===== config.mk =====
export PLATFORM = sky130hd
export DESIGN_NAME = serial_adder_ctrl
export DESIGN_NICKNAME = d
export VERILOG_FILES = /design/src/rtl/serial_adder_ctrl.sv
export SDC_FILE = /design/constraint.sdc
export NUM_CORES = 1
export LEC_CHECK = 0
export CAP_MARGIN = 20
export CORE_AREA = 2 2 88 90
export DETAILED_ROUTE_END_ITERATION = 16
export DIE_AREA = 0 0 90 92
export PLACE_DENSITY = 0.55
export SLEW_MARGIN = 15
export SYNTH_ARGS = -nofsm -noshare
export SYNTH_HDL_FRONTEND = slang
export SYNTH_SLANG_ARGS = --single-unit

===== constraint.sdc =====
create_clock -name clk -period 1.5 [get_ports clk]
set_clock_uncertainty 0.15 [all_clocks]
set_input_delay 0.3 -clock clk [delete_from_list [all_inputs] [get_ports clk]]
set_output_delay 0.3 -clock clk [all_outputs]
set_load 0.01 [all_outputs]

===== src/rtl/serial_adder_ctrl.sv =====
// Bit-serial add/subtract sequencer. A single 1-bit full adder cell is reused
// once per clock, LSB first, and only completed results reach the sum output.

module full_adder (
  input  logic a,
  input  logic b,
  input  logic carryin,
  output logic sum,
  output logic carryout
);
  assign sum      = a ^ b ^ carryin;
  assign carryout = (a & b) | (carryin & (a ^ b));
endmodule

module serial_adder_ctrl #(
  parameter int WIDTH = 8
) (
  input  logic             clk,
  input  logic             rst_n,
  input  logic             start,
  input  logic             sub,
  input  logic [WIDTH-1:0] a,
  input  logic [WIDTH-1:0] b,
  input  logic             carryin,
  output logic             busy,
  output logic             done,
  output logic [WIDTH-1:0] sum,
  output logic             carryout,
  output logic             overflow
);
  localparam int CW = $clog2(WIDTH);

  typedef enum logic [1:0] {IDLE, RUN, DONE} state_t;

  state_t           state_q, state_d;
  logic [CW-1:0]    cnt_q, cnt_d;
  logic             c_q, c_d;
  logic [WIDTH-1:0] opa_q, opa_d;
  logic [WIDTH-1:0] opb_q, opb_d;
  logic [WIDTH-1:0] shift_q, shift_d;
  logic [WIDTH-1:0] sum_q, sum_d;
  logic             cout_q, cout_d;
  logic             ovf_q, ovf_d;
  logic             cell_sum, cell_cout;
  logic             accept, last_bit;

  full_adder u_cell (
    .a        (opa_q[0]),
    .b        (opb_q[0]),
    .carryin  (c_q),
    .sum      (cell_sum),
    .carryout (cell_cout)
  );

  // A new request is taken in IDLE and also in DONE, giving back-to-back operation.
  assign accept   = (state_q != RUN) && start;
  assign last_bit = (state_q == RUN) && (cnt_q == CW'(WIDTH - 1));

  // NOTE: non-blocking assignments for every register so all state updates
  // see pre-edge values; the datapath is reset too, so no stale operand leaks.
  always_ff @(posedge clk or negedge rst_n) begin
    if (!rst_n) begin
      state_q <= IDLE;
      cnt_q   <= '0;
      c_q     <= 1'b0;
      opa_q   <= '0;
      opb_q   <= '0;
      shift_q <= '0;
      sum_q   <= '0;
      cout_q  <= 1'b0;
      ovf_q   <= 1'b0;
    end else begin
      state_q <= state_d;
      cnt_q   <= cnt_d;
      c_q     <= c_d;
      opa_q   <= opa_d;
      opb_q   <= opb_d;
      shift_q <= shift_d;
      sum_q   <= sum_d;
      cout_q  <= cout_d;
      ovf_q   <= ovf_d;
    end
  end

  // NOTE: every combinational output gets a default first so no latch is inferred.
  always_comb begin
    state_d = state_q;
    unique case (state_q)
      IDLE, DONE: state_d = start ? RUN : IDLE;
      RUN:        if (last_bit) state_d = DONE;
      default:    state_d = IDLE;
    endcase
  end

  always_comb begin
    cnt_d   = cnt_q;
    c_d     = c_q;
    opa_d   = opa_q;
    opb_d   = opb_q;
    shift_d = shift_q;
    sum_d   = sum_q;
    cout_d  = cout_q;
    ovf_d   = ovf_q;
    if (accept) begin
      // Subtract is a + ~b + ~carryin, i.e. a - b - borrow_in.
      opa_d = a;
      opb_d = sub ? ~b : b;
      c_d   = carryin ^ sub;
      cnt_d = '0;
    end else if (state_q == RUN) begin
      shift_d = {cell_sum, shift_q[WIDTH-1:1]};
      c_d     = cell_cout;
      opa_d   = opa_q >> 1;
      opb_d   = opb_q >> 1;
      if (last_bit) begin
        sum_d  = {cell_sum, shift_q[WIDTH-1:1]};
        cout_d = cell_cout;
        ovf_d  = c_q ^ cell_cout;
      end else begin
        cnt_d = cnt_q + 1'b1;
      end
    end
  end

  always_comb begin
    busy = (state_q == RUN);
    done = (state_q == DONE);
  end

  assign sum      = sum_q;
  assign carryout = cout_q;
  assign overflow = ovf_q;

endmodule


# After elaboration in Yosys (flattened, before gate mapping)
# Index checks and enable logic that the tools add are counted.
# Widths: inputs -> output; s select.
# word_totals
ff_bits	40
inputBits	21
out_inout_bits	12
elab_cells	46
# op_classes
n_addsub	1
eq_ne	6
muxes	13
bitwise_logic	9
n_reduce_logical	8
# op_table
cell	count
$mux 8	5
$mux 3	3
$not 8->8	1
$ne 2x1->1 const B	2
$pmux 2 s2	1
$reduce_and 2->1	2
$xor 1x1->1	4
$add 3x1->3 const B	1
$eq 3x3->1 const B	1
$mux 1	3
$reduce_and 3->1	1
$and 1x1->1	2
$eq 2x1->1 const B	1
$eq 2x2->1 const B	1
$logic_and 1x1->1	2
$logic_not 2->1	1
$mux 2	1
$ne 2x2->1 const B	1
$reduce_bool 2->1	1
$reduce_or 2->1	1
$not 1->1	1
$or 1x1->1	1

# Longest topological paths before layout
# depth
ltp_word	5
ltp_mapped	6
mapped_depth_nobuf	5

# By module
# Synthesis repeated with hierarchy kept, for this count alone.
# unflattened
cells_unflattened	154
area_unflattened_um2	1785.5
# by_module_without_submodules
mod	instances	cells_each	area_per_inst_um2	seq_area_each_um2
serial_adder_ctrl	1	153	1765.4	975.9
full_adder	1	1	20.0	0.0

# Least setup slack after synthesis
# OpenSTA, ideal clock, no wires.
# synth_timing
path_kind	reg2reg
startpoint	reg cnt_q[0]
endpoint	reg cout_q, in the netlist carryout
setup_ns	0.125
t_arrival_ns	1.321
setup_slack_ns	-0.096
stages_incl_launch_ff	6
path_buffers	1
period_less_slack_ns	1.596
cell_sequence	dfrtp_1 > ha_1 > ha_1 > nand3b_4 > buf_6 > mux2_4
# synth_between
elab_chain_len	3
# synth_rtl
element	line	text
from (decl)	36	logic [CW-1:0] cnt_q, cnt_d;
from (signal assigned)	74	cnt_q <= cnt_d;
$eq 3x3->1	57	assign last_bit = (state_q == RUN) && (cnt_q == CW'(WIDTH - 1));
$logic_and 1x1->1	57	
$reduce_and 3->1 (no source line)	n/a	
to (signal assigned)	80	cout_q <= cout_d;
to (decl)	42	logic cout_q, cout_d;
# Every way passes these cells.
# A chain may end at the register's enable or synchronous reset.

# Final worst setup path
# layout_timing
startpoint	reg state_q[1]
endpoint	out done
# layout_between
elab_chain_len	1
# layout_rtl
element	line	text
from (decl)	35	state_t state_q, state_d;
from (signal assigned)	73	state_q <= state_d;
$eq 2x2->1	127	done = (state_q == DONE);
to (decl)	26	output logic done,
# Every way passes these cells.

==> flow_summary_export.csv <==
group,metric,value,unit
placed_design,post-dp-hpwl,2.286,mm
timing,hold_violations,0,
yosys,synth-xor-area-share,4.905,%
clocking,cts_buffer_depth,2,
routing,drt_iter0_drc,44,
placed_design,port_buffers,32,
yosys,synth_top_area_share,54.66,%
yosys,synth_fa_ha_area_share,2.523,%
timing,slew_headroom,85.84,%
critical_path,slowest_delay,390,ps
global_routing,grt_pass1_wl,5.630,mm
critical_path,path_buf_inv,2,
cells_and_area,drive_above_1_share,23.30,%
routing,ant_nets,0,
clocking,numCtsBuffers,5,
power,p_switching,1.407,mW
cells_and_area,diodes,0,
timing,holdWs,328.7,ps
power,p_leak,1.217,nW
floorplan,die_h,92,um
yosys,synth_seq_cells,39,
timing,fin_crit_sh,102.5,%
floorplan,initial_utilization,23.98,%
critical_path,crit_path_top_delay_cell,"dfrtp_1",
timing,setup_viol,10,
yosys,synth_area_per_cell,11.59,um^2
yosys,yosys.area.top_type,"dfrtp_1",
routing,dr.pass1.iters,4,
critical_path,worstPathArrival,1090,ps
critical_path,crit_path_end_kind,"output pin",
power,combinationalPowerShare,37.1,%
timing,worst_pin_slew,211.0,ps
run_status,violations,"negative setup slack",
critical_path,crit_family,"flip-flops",
timing,finalWorstSetupSlack,-37.20,ps
global_routing,grt_use_total,8.568,%
yosys,synth_area_leaders,"dfrtp_1 55%, mux2i_1 9.0%, nand2_1 7.8%",
critical_path,worstPathRequired,1050,ps
cells_and_area,layout_commonest_cell,"dfrtp_1",
cells_and_area,final_cells,308,
run_status,status,"complete, but fails checks",
power,vdd_ir_drop_max,0.5978,mV
critical_path,worstSetupStartpointType,"flop",
cells_and_area,layout_common_cells,"39 x dfrtp_1, 36 x nand2_1, 19 x clkdlybuf4s50_1",
timing,maxSlewViolCount,0,
timing,fin_crit,1537,ps
yosys,synth_compound_area_share,6.657,%
yosys,synthCells,154,
yosys,ys_types,23,
cells_and_area,nets,229,
run,maxCapViolCount,0,
power,power.internal,3.107,mW
global_routing,antenna_found_initial,0,
power,swShare,31.16,%
timing,fmax,650.5,MHz
placed_design,place.gp.congestion,0.7287,
clocking,clock_latency,300,ps
power,power_density,1800,mW/mm^2
power,p_seq_share,39.5,%
yosys,seq_area_frac_synth,54.66,%
critical_path,cp_max_fo,2,
yosys,ys_warn_count,0,
routing,vias,1195,
floorplan,dieArea,0.008280,mm^2
floorplan,fp-row-count,32,
routing,viasPerCell,3.880,
routing,routed_wl,3.238,mm
power,power.share.clock,23.3,%
yosys,synth_top_family_by_area,"multiplexers",
global_routing,grt_pass1_vias,1246,
clocking,htree_levels,2,
routing,routedWlPerCell,10.51,um
clocking,root_buffer,"clkbuf_8",
cells_and_area,fin_util,33.67,%
floorplan,die_w,90,um
routing,drc_errors,0,
global_routing,grt_max_degree,40,
clocking,clkTransAtPathRegs,80,ps
timing,rsz0062_at_grt,"true",
floorplan,boundaryPins,33,
min_path,hold_path.class,"flop to flop",
critical_path,crit_chain,"buf_6, and2b_1, buf_2",
yosys,syn_area,0.001785,mm^2
power,p_total,4.514,mW
floorplan,core,0.007447,mm^2
yosys,yosys.area_share.simple,10.23,%
cells_and_area,syn_to_final_growth,40.43,%
yosys,syn_nets,178,
placed_design,dp_cells,297,
clocking,cts.sinks,39,
yosys,muxShareOfSynthArea,16.75,%
clocking,cts_tree,"done",
critical_path,crit_type,"flop to output pin",
global_routing,overflow,0,
## per-layer routing
metal  up-vias  wire length (um)  track usage [%]
li1        615                 -                -
met1       550              1635            10.97
met2        28              1429            13.41
met3         2               143            2.794
met4         0                29            3.462
met5         -                 0                0
## power groups by stage
stage               Sequential [mW]  Clock (mW)  Combinational [mW]
CTS                            1.78        1.08                1.66
global route                   1.85        1.13                1.91
finish                         1.78        1.05                1.68
floorplan                      1.83           0                1.02
global placement               1.80           0                1.67
detailed placement             1.81           0                1.71
## metrics by stage
step / cell area (um^2) / setup slack (ps) / TNS (ps)
2_1_floorplan: 1804 / -7.519 / -52.63
3_3_place_gp: 2326 / -89.41 / -1540
3_5_place_dp: 2326 / -121.5 / -1805
4_1_cts: 2484 / -46.40 / -400.7
5_1_grt: 2507 / -82.45 / -795.1
6_report: 2507 / -37.20 / -224.7
## synth_stat cells
cell type	instances
and2b_1	1
o22ai_1	1
o21ai_0	17
xor2_1	8
buf_2	4
mux2_2	3
a21oi_1	1
xnor2_1	2
buf_4	3
fa_1	1
dfrtp_1	39
nand2_1	37
nand3b_4	1
inv_1	2
nor2_1	2
nand2b_2	1
inv_2	1
mux2i_1	16
o21ai_1	1
a22o_1	2
ha_1	2
buf_6	2
mux2_4	7
## layout make-up
class / count / area (um^2)
sequential: 39 / 975.9
tap: 102 / 127.6
inverter: 3 / 11.26
timing repair buffer: 53 / 490.5
multi-input combinational: 103 / 765.7
fill: 785 / 4940
clock buffer: 5 / 68.82
clock inverter: 3 / 67.56
## state kept, by name, summed over array words and instances (netlist names)
| name | count |
|---|---|
| shift_q | 7 |
| sum | 8 |
| overflow | 1 |
| state_q | 2 |
| c_q | 1 |
| carryout | 1 |
| opa_q | 8 |
| opb_q | 8 |
| cnt_q | 3 |
## final timing paths
path / start / to / slack [ps] / cells past startpoint
worst max-delay path: state_q[1]$_DFFE_PN0P_ / done / -40 / 3
worst min-delay path: shift_q[1]$_DFFE_PN0P_ / shift_q[1]$_DFFE_PN0P_ / 330 / 2
worst max register to register: cnt_q[1]$_DFFE_PN0P_ / carryout$_DFFE_PN0P_ / -30 / 5
worst min register to register: shift_q[1]$_DFFE_PN0P_ / shift_q[1]$_DFFE_PN0P_ / 330 / 2
max in group asynchronous: rst_n / opb_q[5]$_DFFE_PN0P_ / 650 / 3
min in group asynchronous: rst_n / shift_q[4]$_DFFE_PN0P_ / 350 / 3
## tightest hold or removal path: cells and delay by family (launching register included)
family / cells / cell delay (ps)
flops: 1 / 350
simple gates: 2 / 100
## cells by family (layout without fill, tap and decap cells)
kind of cell,Yosys count,after routing
flip-flops,39,39
AO/OA/AOI/OAI,22,22
adder cells (fa/ha/maj),3,3
XOR/XNOR,10,10
buffers and inverters,12,64
AND/OR/NAND/NOR,42,42
multiplexers,26,26
## repair_timing
item	4_1_cts	5_1_grt
gates resized for setup	25	5
hold endpoints to repair	39	0
hold buffers	1	0
buffers inserted	1	1
setup endpoints to repair	23	24
Note: power is estimated with default switching activity, not from simulation.
